File: src/rtl/cacheline_burst_adaptor_if.sv
// Bus bundles for the cacheline burst adaptor.
//   cacheline_burst_adaptor_line_if : cache-side 256-bit line port (master = cache, slave = adaptor)
//   cacheline_burst_adaptor_mem_if  : memory-side 64-bit burst port (master = adaptor, slave = memory)

interface cacheline_burst_adaptor_line_if #(
  parameter int LINE_W = 256,
  parameter int ADDR_W = 32
);
  logic              line_read;
  logic              line_write;
  logic [ADDR_W-1:0] line_address;
  logic [LINE_W-1:0] line_wdata;
  logic [LINE_W-1:0] line_rdata;
  logic              line_resp;

  modport master (
    output line_read, line_write, line_address, line_wdata,
    input  line_rdata, line_resp
  );

  modport slave (
    input  line_read, line_write, line_address, line_wdata,
    output line_rdata, line_resp
  );
endinterface

interface cacheline_burst_adaptor_mem_if #(
  parameter int BURST_W = 64,
  parameter int ADDR_W  = 32
);
  logic               burst_read;
  logic               burst_write;
  logic [ADDR_W-1:0]  burst_address;
  logic [BURST_W-1:0] burst_wdata;
  logic [BURST_W-1:0] burst_rdata;
  logic               burst_resp;

  modport master (
    output burst_read, burst_write, burst_address, burst_wdata,
    input  burst_rdata, burst_resp
  );

  modport slave (
    input  burst_read, burst_write, burst_address, burst_wdata,
    output burst_rdata, burst_resp
  );
endinterface

File: src/rtl/cacheline_burst_adaptor.sv
// Purpose : turns one cacheline read/write from the cache into a BEATS x BURST_W memory burst.
// Latency : accept edge, then one cycle per beat (zero-wait), then a single line_resp cycle.
// Backpr. : memory stalls by withholding burst_resp; request/address/wdata hold until it comes.
//
// Ports
//   clk  : clock, rising edge
//   rst  : asynchronous active-low reset
//   line : cache side (slave)  - line_read/line_write/line_address/line_wdata in,
//                                line_rdata/line_resp out
//   mem  : memory side (master) - burst_read/burst_write/burst_address/burst_wdata out,
//                                burst_rdata/burst_resp in

module cacheline_burst_adaptor #(
  parameter int LINE_W  = 256,
  parameter int BURST_W = 64,
  parameter int BEATS   = 4,
  parameter int ADDR_W  = 32
) (
  input  logic                            clk,
  input  logic                            rst,
  cacheline_burst_adaptor_line_if.slave   line,
  cacheline_burst_adaptor_mem_if.master   mem
);

  localparam int CNT_W = (BEATS > 1) ? $clog2(BEATS) : 1;
  // Byte offset bits within a line; these are cleared on the burst address.
  localparam int OFF_W = $clog2(LINE_W / 8);
  localparam logic [CNT_W-1:0]  LAST_BEAT = CNT_W'(BEATS - 1);
  localparam logic [ADDR_W-1:0] ADDR_MASK = {{(ADDR_W - OFF_W){1'b1}}, {OFF_W{1'b0}}};

  typedef enum logic [1:0] {
    IDLE = 2'd0,
    RD   = 2'd1,
    WR   = 2'd2,
    DONE = 2'd3
  } state_e;

  state_e            state_q, state_d;
  logic [CNT_W-1:0]  count_q, count_d;
  logic [ADDR_W-1:0] addr_q,  addr_d;
  // Shared line buffer: holds the write line during WR and assembles the fill during RD.
  logic [LINE_W-1:0] buf_q,   buf_d;

  always_ff @(posedge clk or negedge rst) begin
    if (!rst) begin
      state_q <= IDLE;
      count_q <= '0;
      addr_q  <= '0;
      buf_q   <= '0;
    end else begin
      state_q <= state_d;
      count_q <= count_d;
      addr_q  <= addr_d;
      buf_q   <= buf_d;
    end
  end

  always_comb begin
    state_d = state_q;
    count_d = count_q;
    addr_d  = addr_q;
    buf_d   = buf_q;

    case (state_q)
      IDLE: begin
        // Writeback takes priority so a dirty victim leaves before its refill arrives.
        if (line.line_write) begin
          addr_d  = line.line_address & ADDR_MASK;
          buf_d   = line.line_wdata;
          count_d = '0;
          state_d = WR;
        end else if (line.line_read) begin
          addr_d  = line.line_address & ADDR_MASK;
          count_d = '0;
          state_d = RD;
        end
      end

      RD: begin
        if (mem.burst_resp) begin
          buf_d[count_q * BURST_W +: BURST_W] = mem.burst_rdata;
          if (count_q == LAST_BEAT) begin
            count_d = '0;
            state_d = DONE;
          end else begin
            count_d = count_q + CNT_W'(1);
          end
        end
      end

      WR: begin
        if (mem.burst_resp) begin
          if (count_q == LAST_BEAT) begin
            count_d = '0;
            state_d = DONE;
          end else begin
            count_d = count_q + CNT_W'(1);
          end
        end
      end

      DONE: begin
        // Always spend one IDLE cycle before looking at the next request.
        state_d = IDLE;
      end

      default: begin
        state_d = IDLE;
        count_d = '0;
      end
    endcase
  end

  // Every output is a decode of flopped state, so async reset drives them all to 0 at once.
  assign mem.burst_read    = (state_q == RD);
  assign mem.burst_write   = (state_q == WR);
  assign mem.burst_address = addr_q;
  assign mem.burst_wdata   = (state_q == WR) ? buf_q[count_q * BURST_W +: BURST_W]
                                             : '0;
  assign line.line_resp    = (state_q == DONE);
  assign line.line_rdata   = buf_q;

  a_resp_single : assert property (@(posedge clk) disable iff (!rst)
    line.line_resp |=> !line.line_resp);

  a_rd_wr_excl : assert property (@(posedge clk) disable iff (!rst)
    !(mem.burst_read && mem.burst_write));

  a_addr_stable : assert property (@(posedge clk) disable iff (!rst)
    (mem.burst_read || mem.burst_write) |=>
      (!(mem.burst_read || mem.burst_write) || $stable(mem.burst_address)));

endmodule

File: src/flat_wrapper.sv
// flat-port wrapper written by rule: the top's interface ports become plain ports
module cacheline_burst_adaptor_flat 
#(
  parameter int LINE_W  = 256,
  parameter int BURST_W = 64,
  parameter int BEATS   = 4,
  parameter int ADDR_W  = 32
)
  (clk, rst, line_line_read, line_line_write, line_line_address, line_line_wdata, line_line_rdata, line_line_resp, mem_burst_read, mem_burst_write, mem_burst_address, mem_burst_wdata, mem_burst_rdata, mem_burst_resp);
  cacheline_burst_adaptor_line_if #(.LINE_W(LINE_W), .ADDR_W(ADDR_W)) line_i ();
  cacheline_burst_adaptor_mem_if #(.BURST_W(BURST_W), .ADDR_W(ADDR_W)) mem_i ();
  input  logic clk;
  input  logic rst;
  input wire logic [$bits(line_i.line_read)-1:0] line_line_read;
  input wire logic [$bits(line_i.line_write)-1:0] line_line_write;
  input wire logic [$bits(line_i.line_address)-1:0] line_line_address;
  input wire logic [$bits(line_i.line_wdata)-1:0] line_line_wdata;
  output wire logic [$bits(line_i.line_rdata)-1:0] line_line_rdata;
  output wire logic [$bits(line_i.line_resp)-1:0] line_line_resp;
  output wire logic [$bits(mem_i.burst_read)-1:0] mem_burst_read;
  output wire logic [$bits(mem_i.burst_write)-1:0] mem_burst_write;
  output wire logic [$bits(mem_i.burst_address)-1:0] mem_burst_address;
  output wire logic [$bits(mem_i.burst_wdata)-1:0] mem_burst_wdata;
  input wire logic [$bits(mem_i.burst_rdata)-1:0] mem_burst_rdata;
  input wire logic [$bits(mem_i.burst_resp)-1:0] mem_burst_resp;
  assign line_i.line_read = line_line_read;
  assign line_i.line_write = line_line_write;
  assign line_i.line_address = line_line_address;
  assign line_i.line_wdata = line_line_wdata;
  assign line_line_rdata = line_i.line_rdata;
  assign line_line_resp = line_i.line_resp;
  assign mem_burst_read = mem_i.burst_read;
  assign mem_burst_write = mem_i.burst_write;
  assign mem_burst_address = mem_i.burst_address;
  assign mem_burst_wdata = mem_i.burst_wdata;
  assign mem_i.burst_rdata = mem_burst_rdata;
  assign mem_i.burst_resp = mem_burst_resp;
  cacheline_burst_adaptor #(.LINE_W(LINE_W), .BURST_W(BURST_W), .BEATS(BEATS), .ADDR_W(ADDR_W)) u_core (.clk(clk), .rst(rst), .line(line_i), .mem(mem_i));
endmodule
File: config.mk
export PLATFORM = sky130hd
export DESIGN_NAME = cacheline_burst_adaptor_flat
export DESIGN_NICKNAME = d
export VERILOG_FILES = /design/src/rtl/cacheline_burst_adaptor_if.sv /design/src/rtl/cacheline_burst_adaptor.sv /design/src/flat_wrapper.sv
export SDC_FILE = /design/constraint.sdc
export NUM_CORES = 1
export LEC_CHECK = 0
export ABC_CLOCK_PERIOD_IN_PS = 7200
export BUFFER_PORTS_ARGS = -buffer_cell sky130_fd_sc_hd__buf_2
export CAP_MARGIN = 20
export CORE_AREA = 2 2 278 280
export DETAILED_ROUTE_END_ITERATION = 8
export DIE_AREA = 0 0 280 282
export GPL_TIMING_DRIVEN = 0
export SYNTH_ARGS = -nofsm -noshare
export SYNTH_HDL_FRONTEND = slang
export SYNTH_SLANG_ARGS = --single-unit
File: constraint.sdc
create_clock -name clk -period 7.2 [get_ports clk]
set_input_delay 1.08 -clock clk [delete_from_list [all_inputs] [get_ports clk]]
set_output_delay 1.08 -clock clk [all_outputs]
set_load 0.01 [all_outputs]
# Yosys cells after proc, flatten, opt, wreduce, memory -nomap -nowiden
# Cells that the tools add are included.
totals:
  reg_bits: 292
  in_bits: 357
  out_inout_bits: 355
  elab_cells: 44
op_classes:
  addsub: 2
  n_eq_ne: 9
  shift: 3
  n_mux: 17
  reduce_logical: 9
op_table:
  columns: ["cell", "n"]
  rows:
  - ["256-bit 2-to-1 mux", 2]
  - ["256-bit case mux with 2 select lines", 1]
  - ["256-bit bitwise mux", 1]
  - ["64-bit by 34-bit variable shift with 256-bit output, first input constant", 1]
  - ["256-bit by 9-bit variable part select with 64-bit output", 1]
  - ["64-bit by 34-bit variable part select with 256-bit output", 1]
  - ["32-bit 2-to-1 mux", 2]
  - ["64-bit 2-to-1 mux", 1]
  - ["8-bit negation with 34-bit output", 1]
  - ["2-bit 2-to-1 mux", 8]
  - ["3-bit AND reduction", 3]
  - ["2-bit equality test, second input constant", 3]
  - ["2-bit by 1-bit != test with 1-bit output, second input constant", 3]
  - ["2-bit case mux with 3 select lines", 1]
  - ["2-bit nonzero test", 3]
  - ["2-bit case mux with 2 select lines", 1]
  - ["3-bit != test, second input constant", 1]
  - ["2-bit by 1-bit adder with 2-bit output, second input constant", 1]
  - ["2-bit by 1-bit equality test with 1-bit output, second input constant", 1]
  - ["2-bit logical NOT", 1]
  - ["2-bit != test, second input constant", 1]
  - ["2-bit AND reduction", 1]
  - ["2-bit OR reduction", 1]

# Longest topological paths before layout
# Gate-level depths: netlist of run 1.
depth:
  word_depth: 5
  mapped_depth: 10
  mapped_depth_nobuf: 5

# Least setup slack after synthesis of run 1
# No wires, ideal clock.
synth_timing:
  path_type: "register to output"
  start: "register u_core.count_q[0]"
  end: "output port mem_burst_wdata[25]"
  arrival_time_ns: 1.681
  t_required_ns: 6.120
  path_slack_ns: 4.439
  path_stages_with_launch: 6
  path_buffers: 3
  path_cell_list: "dfrtp_1 -> buf_2 -> buf_4 -> buf_2 -> mux4_2 -> and2_1"
synth_between:
  elab_chain_cells: 2
synth_lines:
  columns: ["item", "line_no", "source"]
  rows:
  - ["from (decl)", "cacheline_burst_adaptor.sv:39", "logic [CNT_W-1:0] count_q, count_d;"]
  - ["from (signal assigned)", "cacheline_burst_adaptor.sv:52", "count_q <= count_d;"]
  - ["256-bit by 9-bit variable part select with 64-bit output", "cacheline_burst_adaptor.sv:118", "assign mem.burst_wdata = (state_q == WR) ? buf_q[count_q * BURST_W +: BURST_W]"]
  - ["64-bit 2-to-1 mux", "cacheline_burst_adaptor.sv:118", null]
  - ["to (decl)", "flat_wrapper.sv:23", "output wire logic [$bits(mem_i.burst_wdata)-1:0] mem_burst_wdata;"]
# Every way passes these cells.

# Final worst setup path of run 1
layout_timing:
  start: "register u_core.count_q[1]"
  end: "register u_core.buf_q[105] (netlist: u_core.line.line_rdata[105])"
layout_between:
  elab_chain_cells: 5
  word_cells_on_any_way: 6
  classes_between: "1 x add/sub; 2 x shift; 3 x mux"
layout_lines:
  columns: ["item", "line_no", "source"]
  rows:
  - ["8-bit negation with 34-bit output *", "cacheline_burst_adaptor.sv:81", "buf_d[count_q * BURST_W +: BURST_W] = mem.burst_rdata;"]
  - ["64-bit by 34-bit variable part select with 256-bit output or 64-bit by 34-bit variable shift with 256-bit output (tied branches)", "cacheline_burst_adaptor.sv:81", null]
  - ["256-bit bitwise mux *", "cacheline_burst_adaptor.sv:81", null]
  - ["256-bit 2-to-1 mux *", "cacheline_burst_adaptor.sv:80", "if (mem.burst_resp) begin"]
  - ["256-bit case mux with 2 select lines *", "cacheline_burst_adaptor.sv:64", "case (state_q)"]
  - ["to (signal assigned)", "cacheline_burst_adaptor.sv:54", "buf_q <= buf_d;"]
  - ["to (decl)", "cacheline_burst_adaptor.sv:42", "logic [LINE_W-1:0] buf_q, buf_d;"]
# Every way passes the cells marked *; elsewhere a longest branch is shown, timed or not. The select of a mux whose other input is x is not followed.
# A chain may end at the register's enable or synchronous reset.

==> impl_metrics.toml, run 1 <==
[outcome]
outcome = "finished clean"

[route]
firstDrtPassIters = 5
vias_per_cell = 5.08
routed_wl_um = 87800
drc = 0
vias = 15500
antenna_left = 0
drt_iter0_drc = 1047
wl_per_cell_um = 28.8

[power_and_ir_drop]
seq_power_share = 0.254
p_sw_frac = 0.446
p_per_area_nw_per_um2 = 533
intPower_mw = 6.80
ir_worst_vdd_v = 0.000231
power_leakage_nw = 11.3
p_comb_frac = 0.577
power_switching_mw = 5.47
clkPwrFrac = 0.168

[floorplanning]
rows = 101
fp.dieArea_um2 = 79000
ioPinCount = 712
fp.dieW_um = 280
start_util = 0.221
die_y_um = 282
core_um2 = 75700

[placement]
port_buffers = 701
gp_congestion = 0.878
hpwlAfterDp_um = 68100
place_area_um2 = 21700

[synthesis]
synthTopCellsByCount = "287 x dfrtp_1, 282 x mux2_2, 133 x nor2b_1"
async_flop_share = 1.00
synth.most_common_cell = "dfrtp_1"
synth_flop_cell = "dfrtp_1"
yosysSeqAreaShare = 0.430
syn_area_um2 = 16700
synth_top_area_share = 0.430
synthesis.area_per_instance_um2 = 13.0
syn_inst = 1286
yosys_warnings = 0
ys_top_cells_by_area = "dfrtp_1 43%, mux2_2 19%, mux4_2 8.6%"
yosysTopAreaCell = "dfrtp_1"
synth_cell_types = 31
ys_ff_latch = 287
synth_edf_count = 0

[setup_path]
cpLargestDelayFamily = "buffers and inverters"
crit_path_max_fanout = 10
worstPathRequired_ns = 7.69
worst_path_largest_cell_delay_ns = 0.76
worst-r2r-setup-slack_ns = 2.89
critPathBufInv = 5
arrival_ns = 4.81
start_kind = "register"
crit_path_top_delay_cell = "buf_1"
ff2ff_path_depth = 9
worst-setup-path-type = "reg2reg"
path_cells = "clkbuf_1, buf_1, inv_1, ha_1, and2_1, buf_1, clkbuf_1, a32o_1, mux2_2"
r2r_end = "u_core.line.line_rdata[105]$_DFFE_PN0P_"
regToRegStartpoint = "u_core.count_q[1]$_DFFE_PN0P_"
endpoint_kind = "register"

[clocking]
cts.sinks = 287
clk_pin_slew_ns = 0.06
cts_root_buf = "clkbuf_16"
numCtsBuffers = 38
cts_hold_buffers = 0
htreeDepth = 2
cts_setup_buffers = 0
cts_tree = "done"
clock_latency_ns = 0.57
clockBufferDepth = 3
ctsResizeCount = 0

[sta]
rsz0062_at_grt = "no"
finalHoldViolations = 0
slew_headroom = 0.260
tightest_slew_ns = 1.11
holdWs_ns = 0.496
finClkSkew_ns = 0.0164
final-setup-viol-count = 0
layout_min_cycle_time_ns = 4.31
slew_violations = 0
period_share = 0.599
fmax_ghz = 0.232

[min_path]
hold_path_end = "u_core.mem.burst_address[21]$_DFFE_PN0P_"
min-delay-start = "u_core.mem.burst_address[21]$_DFFE_PN0P_"
hp-class = "reg2reg"
hold_depth = 1

[final_layout]
drive_gt1_frac = 0.566
finalNetCount = 2409
final_area_um2 = 23000
area_delta_synth_final_pct = 37.8

[grt]
grt_pass1_wl_um = 120000
grt_pass1_vias = 16000
gr-usage-all-layers = 0.214
grt_start_max_net_pins = 104
antenna_found_initial = 10
gr-total-overflow = 0

[run]
maxCapViolations = 0
-- how the worst max path moves through the flow --
stage | start | end | depth (start not counted)
after CTS | u_core.count_q[1]$_DFFE_PN0P_ | u_core.line.line_rdata[98]$_DFFE_PN0P_ | 9
after global routing | u_core.count_q[1]$_DFFE_PN0P_ | u_core.line.line_rdata[98]$_DFFE_PN0P_ | 9
after floorplan | u_core.count_q[0]$_DFFE_PN0P_ | mem_burst_wdata[25] | 5
after global placement | rst | u_core.mem.burst_address[26]$_DFFE_PN0P_ | 1
after detailed placement | u_core.count_q[1]$_DFFE_PN0P_ | u_core.line.line_rdata[116]$_DFFE_PN0P_ | 9
final | u_core.count_q[1]$_DFFE_PN0P_ | u_core.line.line_rdata[105]$_DFFE_PN0P_ | 9
-- through the flow --
| step | setup TNS (ns) | setup slack, ns | instances | power, mW | utilization |
|---|---|---|---|---|---|
| CTS | 0 | 2.79 | 3044 | 12.4 | 0.304 |
| global placement | -267.57 | -0.991 | 2969 | 10.1 | 0.283 |
| floorplan | 0 | 4.44 | 1290 | 7.06 | - |
| global route | 0 | 2.70 | 3047 | 12.9 | 0.304 |
| detailed placement | 0 | 2.82 | 2981 | 10.3 | 0.287 |
| finish | 0 | 2.89 | 3051 | 12.3 | 0.304 |
-- per-layer routing --
metal	wire (um)	global-route usage	vias up	share of wire
met4	3270	0.0809	12	0.037
met5	70	0	-	0.00080
li1	-	-	6592	-
met3	6240	0.0466	167	0.071
met2	43000	0.364	769	0.49
met1	35300	0.264	7963	0.40
-- logic make-up (layout without fill, tap and decap cells) --
logic type               Yosys count  in the layout  share of synthesized area
AND/OR/NAND/NOR                  211            211                     0.0781
flip-flops                       287            287                      0.430
adder cells (fa/ha/maj)            9              9                    0.00674
buffers and inverters            161            937                     0.0478
AO/OA/AOI/OAI                    267            267                      0.158
multiplexers                     350            350                      0.279
other                              1             12                   0.000225
-- power groups by stage --
| stage | sequential, mW | combinational (mW) | clock (mW) |
|---|---|---|---|
| finish | 3.12 | 7.08 | 2.07 |
| global placement | 3.10 | 6.99 | 0 |
| detailed placement | 3.12 | 7.14 | 0 |
| floorplan | 3.22 | 3.84 | 0 |
| CTS | 3.10 | 7.16 | 2.11 |
| global route | 3.19 | 7.53 | 2.18 |
-- registers in the layout, summed over array words and instances (netlist names) --
register,cells
u_core.mem.burst_address,27
u_core.count_q,2
u_core.line.line_rdata,256
u_core.state_q,2
-- placed cells by master, fill, tap and decap left out, types with 2 or more instances in the layout --
cell type,synthesis,routed
clkbuf_8,0,5
bufinv_16,0,7
mux2i_1,4,4
buf_4,16,16
a32oi_1,2,2
buf_1,7,7
nor2b_1,133,133
dfrtp_1,287,287
mux2_2,282,282
buf_2,17,717
a41o_1,128,128
nand2_1,6,6
buf_8,0,11
inv_1,9,9
and2_1,65,65
ha_1,9,9
conb_1,1,5
a32o_1,127,127
clkbuf_1,97,104
diode_2,0,7
a21oi_1,2,2
buf_6,15,15
mux4_2,64,64
buf_16,0,2
clkbuf_16,0,38
a21oi_4,0,3
inv_6,0,3
-- final cells by class --
class / instances / area (um^2)
fill: 7865 / 52700
multi-input combinational: 842 / 8760
sequential: 287 / 7180
timing repair buffer: 713 / 3720
tap: 978 / 1220
clock buffer: 50 / 1050
buffer: 152 / 764
clock inverter: 13 / 267
inverter: 9 / 33.8
antenna: 7 / 17.5
Power figures use the tool's default switching activity.
==> run 2: changes to the inputs <==
- ABC_CLOCK_PERIOD_IN_PS: 7200 -> 4400
- clock period: 7.2 -> 4.4 ns (I/O delays scaled with it)
==> run 2 against run 1 <==
Against the previous run:
- flip-flop and latch count stayed put
- core utilization hardly changed
- maximum frequency is 3.4% higher
- non-clock buffer count is 1 lower
- via count is 0.13% lower
- critical endpoint is now u_core.line.line_rdata[157]$_DFFE_PN0P_
- largest cell class unchanged
- global-route usage hardly changed
- routed wire length is 0.12% lower
- first-iteration DRC count is 9.7% higher
==> impl_metrics.toml, run 2 (same netlist as run 1, synthesis figures left out) <==
[floorplanning]
fp.dieArea_um2 = 79000
ioPinCount = 712
core_um2 = 75700
fp.dieW_um = 280
rows = 101
start_util = 0.221
die_y_um = 282

[final_layout]
final_area_um2 = 23000
finalNetCount = 2408
mostFrequentLayoutCell = "buf_2"
final_util = 0.304
area_delta_synth_final_pct = 37.8
drive_gt1_frac = 0.566
stdcell_count = 3049
most-common-layout-cells = "717 x buf_2, 287 x dfrtp_1, 282 x mux2_2"
largest_reg_flops = 256

[clocking]
numCtsBuffers = 38
htreeDepth = 2
clockBufferDepth = 3
clk_pin_slew_ns = 0.06
cts_tree = "done"
cts_setup_buffers = 0
cts.sinks = 287
clock_latency_ns = 0.57
cts_root_buf = "clkbuf_16"

[placement]
place_ws_ns = 0.0150
hpwlAfterDp_um = 68100
gp_congestion = 0.878
place_area_um2 = 21700
port_buffers = 701
dp.cells = 2981

[route]
routed_wl_um = 87700
wl_met1_um = 35100
drc = 0
vias_per_cell = 5.08
firstDrtPassIters = 5
top_layer = "met5"
antenna_left = 0
wl_per_cell_um = 28.8
vias = 15500
route.met3.wl_um = 6300
drt_iter0_drc = 1149
wl_met2_um = 42900

[setup_path]
worst-r2r-setup-slack_ns = 0.23
endpoint_kind = "register"
worst-setup-path-type = "reg2reg"
r2r_end = "u_core.line.line_rdata[157]$_DFFE_PN0P_"
ff2ff_path_depth = 9
regToRegStartpoint = "u_core.count_q[1]$_DFFE_PN0P_"
worstPathRequired_ns = 4.89
crit_path_max_fanout = 10
start_kind = "register"
startpoint = "u_core.count_q[1]$_DFFE_PN0P_"
arrival_ns = 4.66

[sta]
fin_setup_tns_ns = 0
final-setup-viol-count = 0
finClkSkew_ns = 0.0175
setup_slack_ns = 0.229
fmax_ghz = 0.240
finalHoldViolations = 0
rsz0062_at_grt = "no"
slew_headroom = 0.261
period_share = 0.948
slew_violations = 0
layout_min_cycle_time_ns = 4.17
tightest_slew_ns = 1.11
holdWs_ns = 0.130

[min_path]
hp-class = "in2async"

[grt]
gr-total-overflow = 0
gr-usage-all-layers = 0.214
grt_start_max_net_pins = 104
antenna_found_initial = 10
grt_pass1_wl_um = 120000
grt_pass1_vias = 16000

[power_and_ir_drop]
p_comb_frac = 0.577
power_switching_mw = 8.94
ir_worst_vdd_v = 0.000377
power_leakage_nw = 11.4
clkPwrFrac = 0.169
power.total_mw = 20.1
seq_power_share = 0.254
p_per_area_nw_per_um2 = 871
intPower_mw = 11.1
p_sw_frac = 0.445

[run]
maxCapViolations = 0

[outcome]
outcome = "finished clean"
-- run 2: cell types whose count changed in the layout (fill, tap and decap cells not counted) --
cell | previous run | this run
buf_1 | 7 | 5
clkbuf_1 | 104 | 103
clkdlybuf4s15_1 | 0 | 2
diode_2 | 7 | 6
-- run 2: worst max path at each step --
stage	slack, ns	to
2_1_floorplan	1.74	u_core.line.line_rdata[100]$_DFFE_PN0P_
3_3_place_gp	-3.37	u_core.mem.burst_address[26]$_DFFE_PN0P_
3_5_place_dp	0.02	u_core.line.line_rdata[116]$_DFFE_PN0P_
4_1_cts	0.09	u_core.line.line_rdata[64]$_DFFE_PN0P_
5_1_grt	0.005	u_core.line.line_rdata[192]$_DFFE_PN0P_
6_report	0.23	u_core.line.line_rdata[157]$_DFFE_PN0P_
-- run 2: area by class of cell --
class / instances / area, um^2
fillers: 7868 / 52700
multi-input cells: 842 / 8760
diodes: 6 / 15.0
inverters: 9 / 33.8
well taps: 978 / 1220
flip-flops and latches: 287 / 7180
clock buffers: 50 / 1050
clock inverters: 13 / 267
repair buffers: 713 / 3720
plain buffers: 151 / 773
-- run 2: timing repair --
action | CTS | global route
hold buffers | 0 | 0
resized for setup | 0 | 3
setup endpoints to repair | 2 | 2
-- run 2: power by group through the flow --
stage	sequential, mW	combinational (mW)	clock, mW
floorplan	5.27	6.28	0
global placement	5.07	11.4	0
detailed placement	5.10	11.7	0
CTS	5.07	11.7	3.46
global route	5.21	12.3	3.57
finish	5.10	11.6	3.38
-- run 2: critical path: stages (launching register included) --
cell and delay (ns):
dfrtp_1 0.39, clkbuf_1 0.52, buf_1 0.67, inv_1 0.23, ha_1 0.41, clkbuf_1 0.52, buf_8 0.24, clkbuf_1 0.70
a41o_1 0.27, mux2_2 0.14
-- run 2: per-layer routing --
metal  up-vias  track usage
li1       6598            -
met1      7927        0.264
met2       775        0.364
met3       171       0.0466
met4        12       0.0809
met5         -            0
==> run 3: changes to the inputs <==
- BUFFER_PORTS_ARGS: -buffer_cell sky130_fd_sc_hd__buf_2 -> default
- DONT_BUFFER_PORTS: default -> 1
- SLEW_MARGIN: default -> 40
==> run 3 against run 2 <==
Against the previous run:
- the flow now finishes with violations (negative hold slack)
- power decreased by 6.9%
- worst hold slack lost 0.32 ns
- maximum frequency grew 7.3%
- non-clock buffer count decreased by 708
- clock-buffer cell count increased by 9
- global-route usage down 0.24 points
- critical path depth up 1
- first-iteration DRC count is 1.0% lower
- flip-flop and latch count stayed put
- sequential share of layout area is 5.8 points higher
- routed wire length shrank 0.61%
- critical endpoint is now u_core.line.line_rdata[213]$_DFFE_PN0P_
- largest power group unchanged
- highest routed layer unchanged
==> impl_metrics.toml, run 3 (same netlist as run 1, synthesis figures left out) <==
[sta]
fmax_ghz = 0.257
rsz0062_at_grt = "no"
finalHoldViolations = 287
period_share = 0.884
final-setup-viol-count = 0
slew_violations = 0
finClkSkew_ns = 0.0165
tightest_slew_ns = 0.889
setup_slack_ns = 0.512
slew_headroom = 0.407
fin_setup_tns_ns = 0
holdWs_ns = -0.193
layout_min_cycle_time_ns = 3.89

[clocking]
cts_tree = "done"
clockBufferDepth = 3
htreeDepth = 2
ctsResizeCount = 0
cts_root_buf = "clkbuf_16"
clk_pin_slew_ns = 0.06
numCtsBuffers = 38
clock_latency_ns = 0.55
cts.sinks = 287

[setup_path]
worstPathRequired_ns = 4.89
start_kind = "register"
r2r_end = "u_core.line.line_rdata[213]$_DFFE_PN0P_"
path_cells = "buf_2, buf_4, buf_2, inv_1, ha_1, nor2b_1, clkbuf_2, clkbuf_1, a32o_1, mux2_2"
crit_path_max_fanout = 10
ff2ff_path_depth = 10
worst-r2r-setup-slack_ns = 0.51
endpoint_kind = "register"
worst_path_largest_cell_delay_ns = 0.60
cp_common_cell = "buf_2"
arrival_ns = 4.38
startpoint = "u_core.count_q[0]$_DFFE_PN0P_"
regToRegStartpoint = "u_core.count_q[0]$_DFFE_PN0P_"
crit_path_top_delay_cell = "clkbuf_1"
worst-setup-path-type = "reg2reg"

[floorplanning]
fp.dieW_um = 280
core_um2 = 75700
ioPinCount = 712
fp.dieArea_um2 = 79000
start_util = 0.221
die_y_um = 282
rows = 101

[min_path]
hp-class = "in2async"

[placement]
port_buffers = 0
dp.cells = 2272
hpwlAfterDp_um = 65700
gp_congestion = 0.890
place_ws_ns = 0.241

[grt]
grt_pass1_vias = 14200
grt_pass1_wl_um = 117000
antenna_found_initial = 26
gr-total-overflow = 0
grt_start_max_net_pins = 288
gr-usage-all-layers = 0.211

[route]
drt_iter0_drc = 1137
wl_per_cell_um = 36.9
routed_wl_um = 87200
firstDrtPassIters = 9
vias_per_cell = 5.71
drc = 0
vias = 13500
antenna_left = 0

[run]
maxCapViolations = 0

[power_and_ir_drop]
power_leakage_nw = 8.34
ir_worst_vdd_v = 0.000343
power.total_mw = 18.7
p_per_area_nw_per_um2 = 961

[outcome]
violations = "negative hold slack"
outcome = "finished with violations"

[final_layout]
mostFrequentLayoutCell = "dfrtp_1"
multiInputGateArea_um2 = 8770
largest_reg_flops = 256
finalNetCount = 1700
regArea_um2 = 7180
fillCellCount = 7870
most-common-layout-cells = "287 x dfrtp_1, 282 x mux2_2, 133 x nor2b_1"
stdcell_count = 2360
area_delta_synth_final_pct = 16.3
drive_gt1_frac = 0.355
## run 3: cell count changes in the layout (fill, tap and decap cells not counted), moves of 2 or more
cell             before  now
diode_2               6   20
buf_2               717   23
buf_8                11    1
bufinv_16             7    1
clkbuf_2              0   12
clkbuf_8              5   13
buf_1                 5    0
clkbuf_1            103   93
clkinv_2              1    4
clkdlybuf4s15_1       2    0
buf_16                2    4
## run 3: worst max path at each step
| stage | to | cells past startpoint | slack, ns |
|---|---|---|---|
| finish | u_core.line.line_rdata[213]$_DFFE_PN0P_ | 10 | 0.51 |
| global placement | u_core.line.line_rdata[196]$_DFFE_PN0P_ | 9 | -0.98 |
| floorplan | u_core.line.line_rdata[100]$_DFFE_PN0P_ | 9 | 1.74 |
| global route | u_core.line.line_rdata[84]$_DFFE_PN0P_ | 10 | 0.16 |
| detailed placement | u_core.line.line_rdata[235]$_DFFE_PN0P_ | 9 | 0.24 |
| CTS | u_core.line.line_rdata[235]$_DFFE_PN0P_ | 9 | 0.20 |
## run 3: routing by layer
metal,vias up,wire length [um],track usage
li1,5180,-,-
met1,7032,32600,0.244
met2,1012,41600,0.349
met3,242,8630,0.0733
met4,10,4250,0.101
met5,-,71,0
## run 3: per-stage QoR
stage | area [um^2] | utilization | hold WS (ns)
6_report | 19400 | 0.257 | -0.193
5_1_grt | 19400 | 0.256 | -0.227
3_5_place_dp | 18100 | 0.239 | 0.371
3_3_place_gp | 17900 | 0.237 | 0.372
4_1_cts | 19300 | 0.256 | -0.240
2_1_floorplan | 16700 | - | 0.364
## run 3: repair_timing
item / CTS / global route
hold endpoints to repair: 287 / 287
endpoints found under the setup margin: 0 / 1
buffers inserted: 0 / 0
## run 3: final cells by class
cell class,instances,share of cell area
multi-input cells,842,0.452
diodes,20,0.00258
flip-flops and latches,287,0.370
plain buffers,151,0.0403
well taps,978,0.0630
repair buffers,5,0.00644
clock inverters,9,0.00477
clock buffers,59,0.0597
inverters,9,0.00174
## run 3: critical path, delay by kind of cell (launching register included)
family          cells  cell delay, ns
compound gates      1            0.34
fa+ha+maj           1            0.39
buf+inv             6            2.38
flops               1            0.38
mux                 1            0.17
simple gates        1            0.12
## run 3: where the power goes
group	internal (mW)	total [mW]	switching (mW)
clock network	1.87	3.16	1.28
registers	3.93	6.10	2.17
logic	4.15	9.41	5.26
total	9.95	18.7	8.72
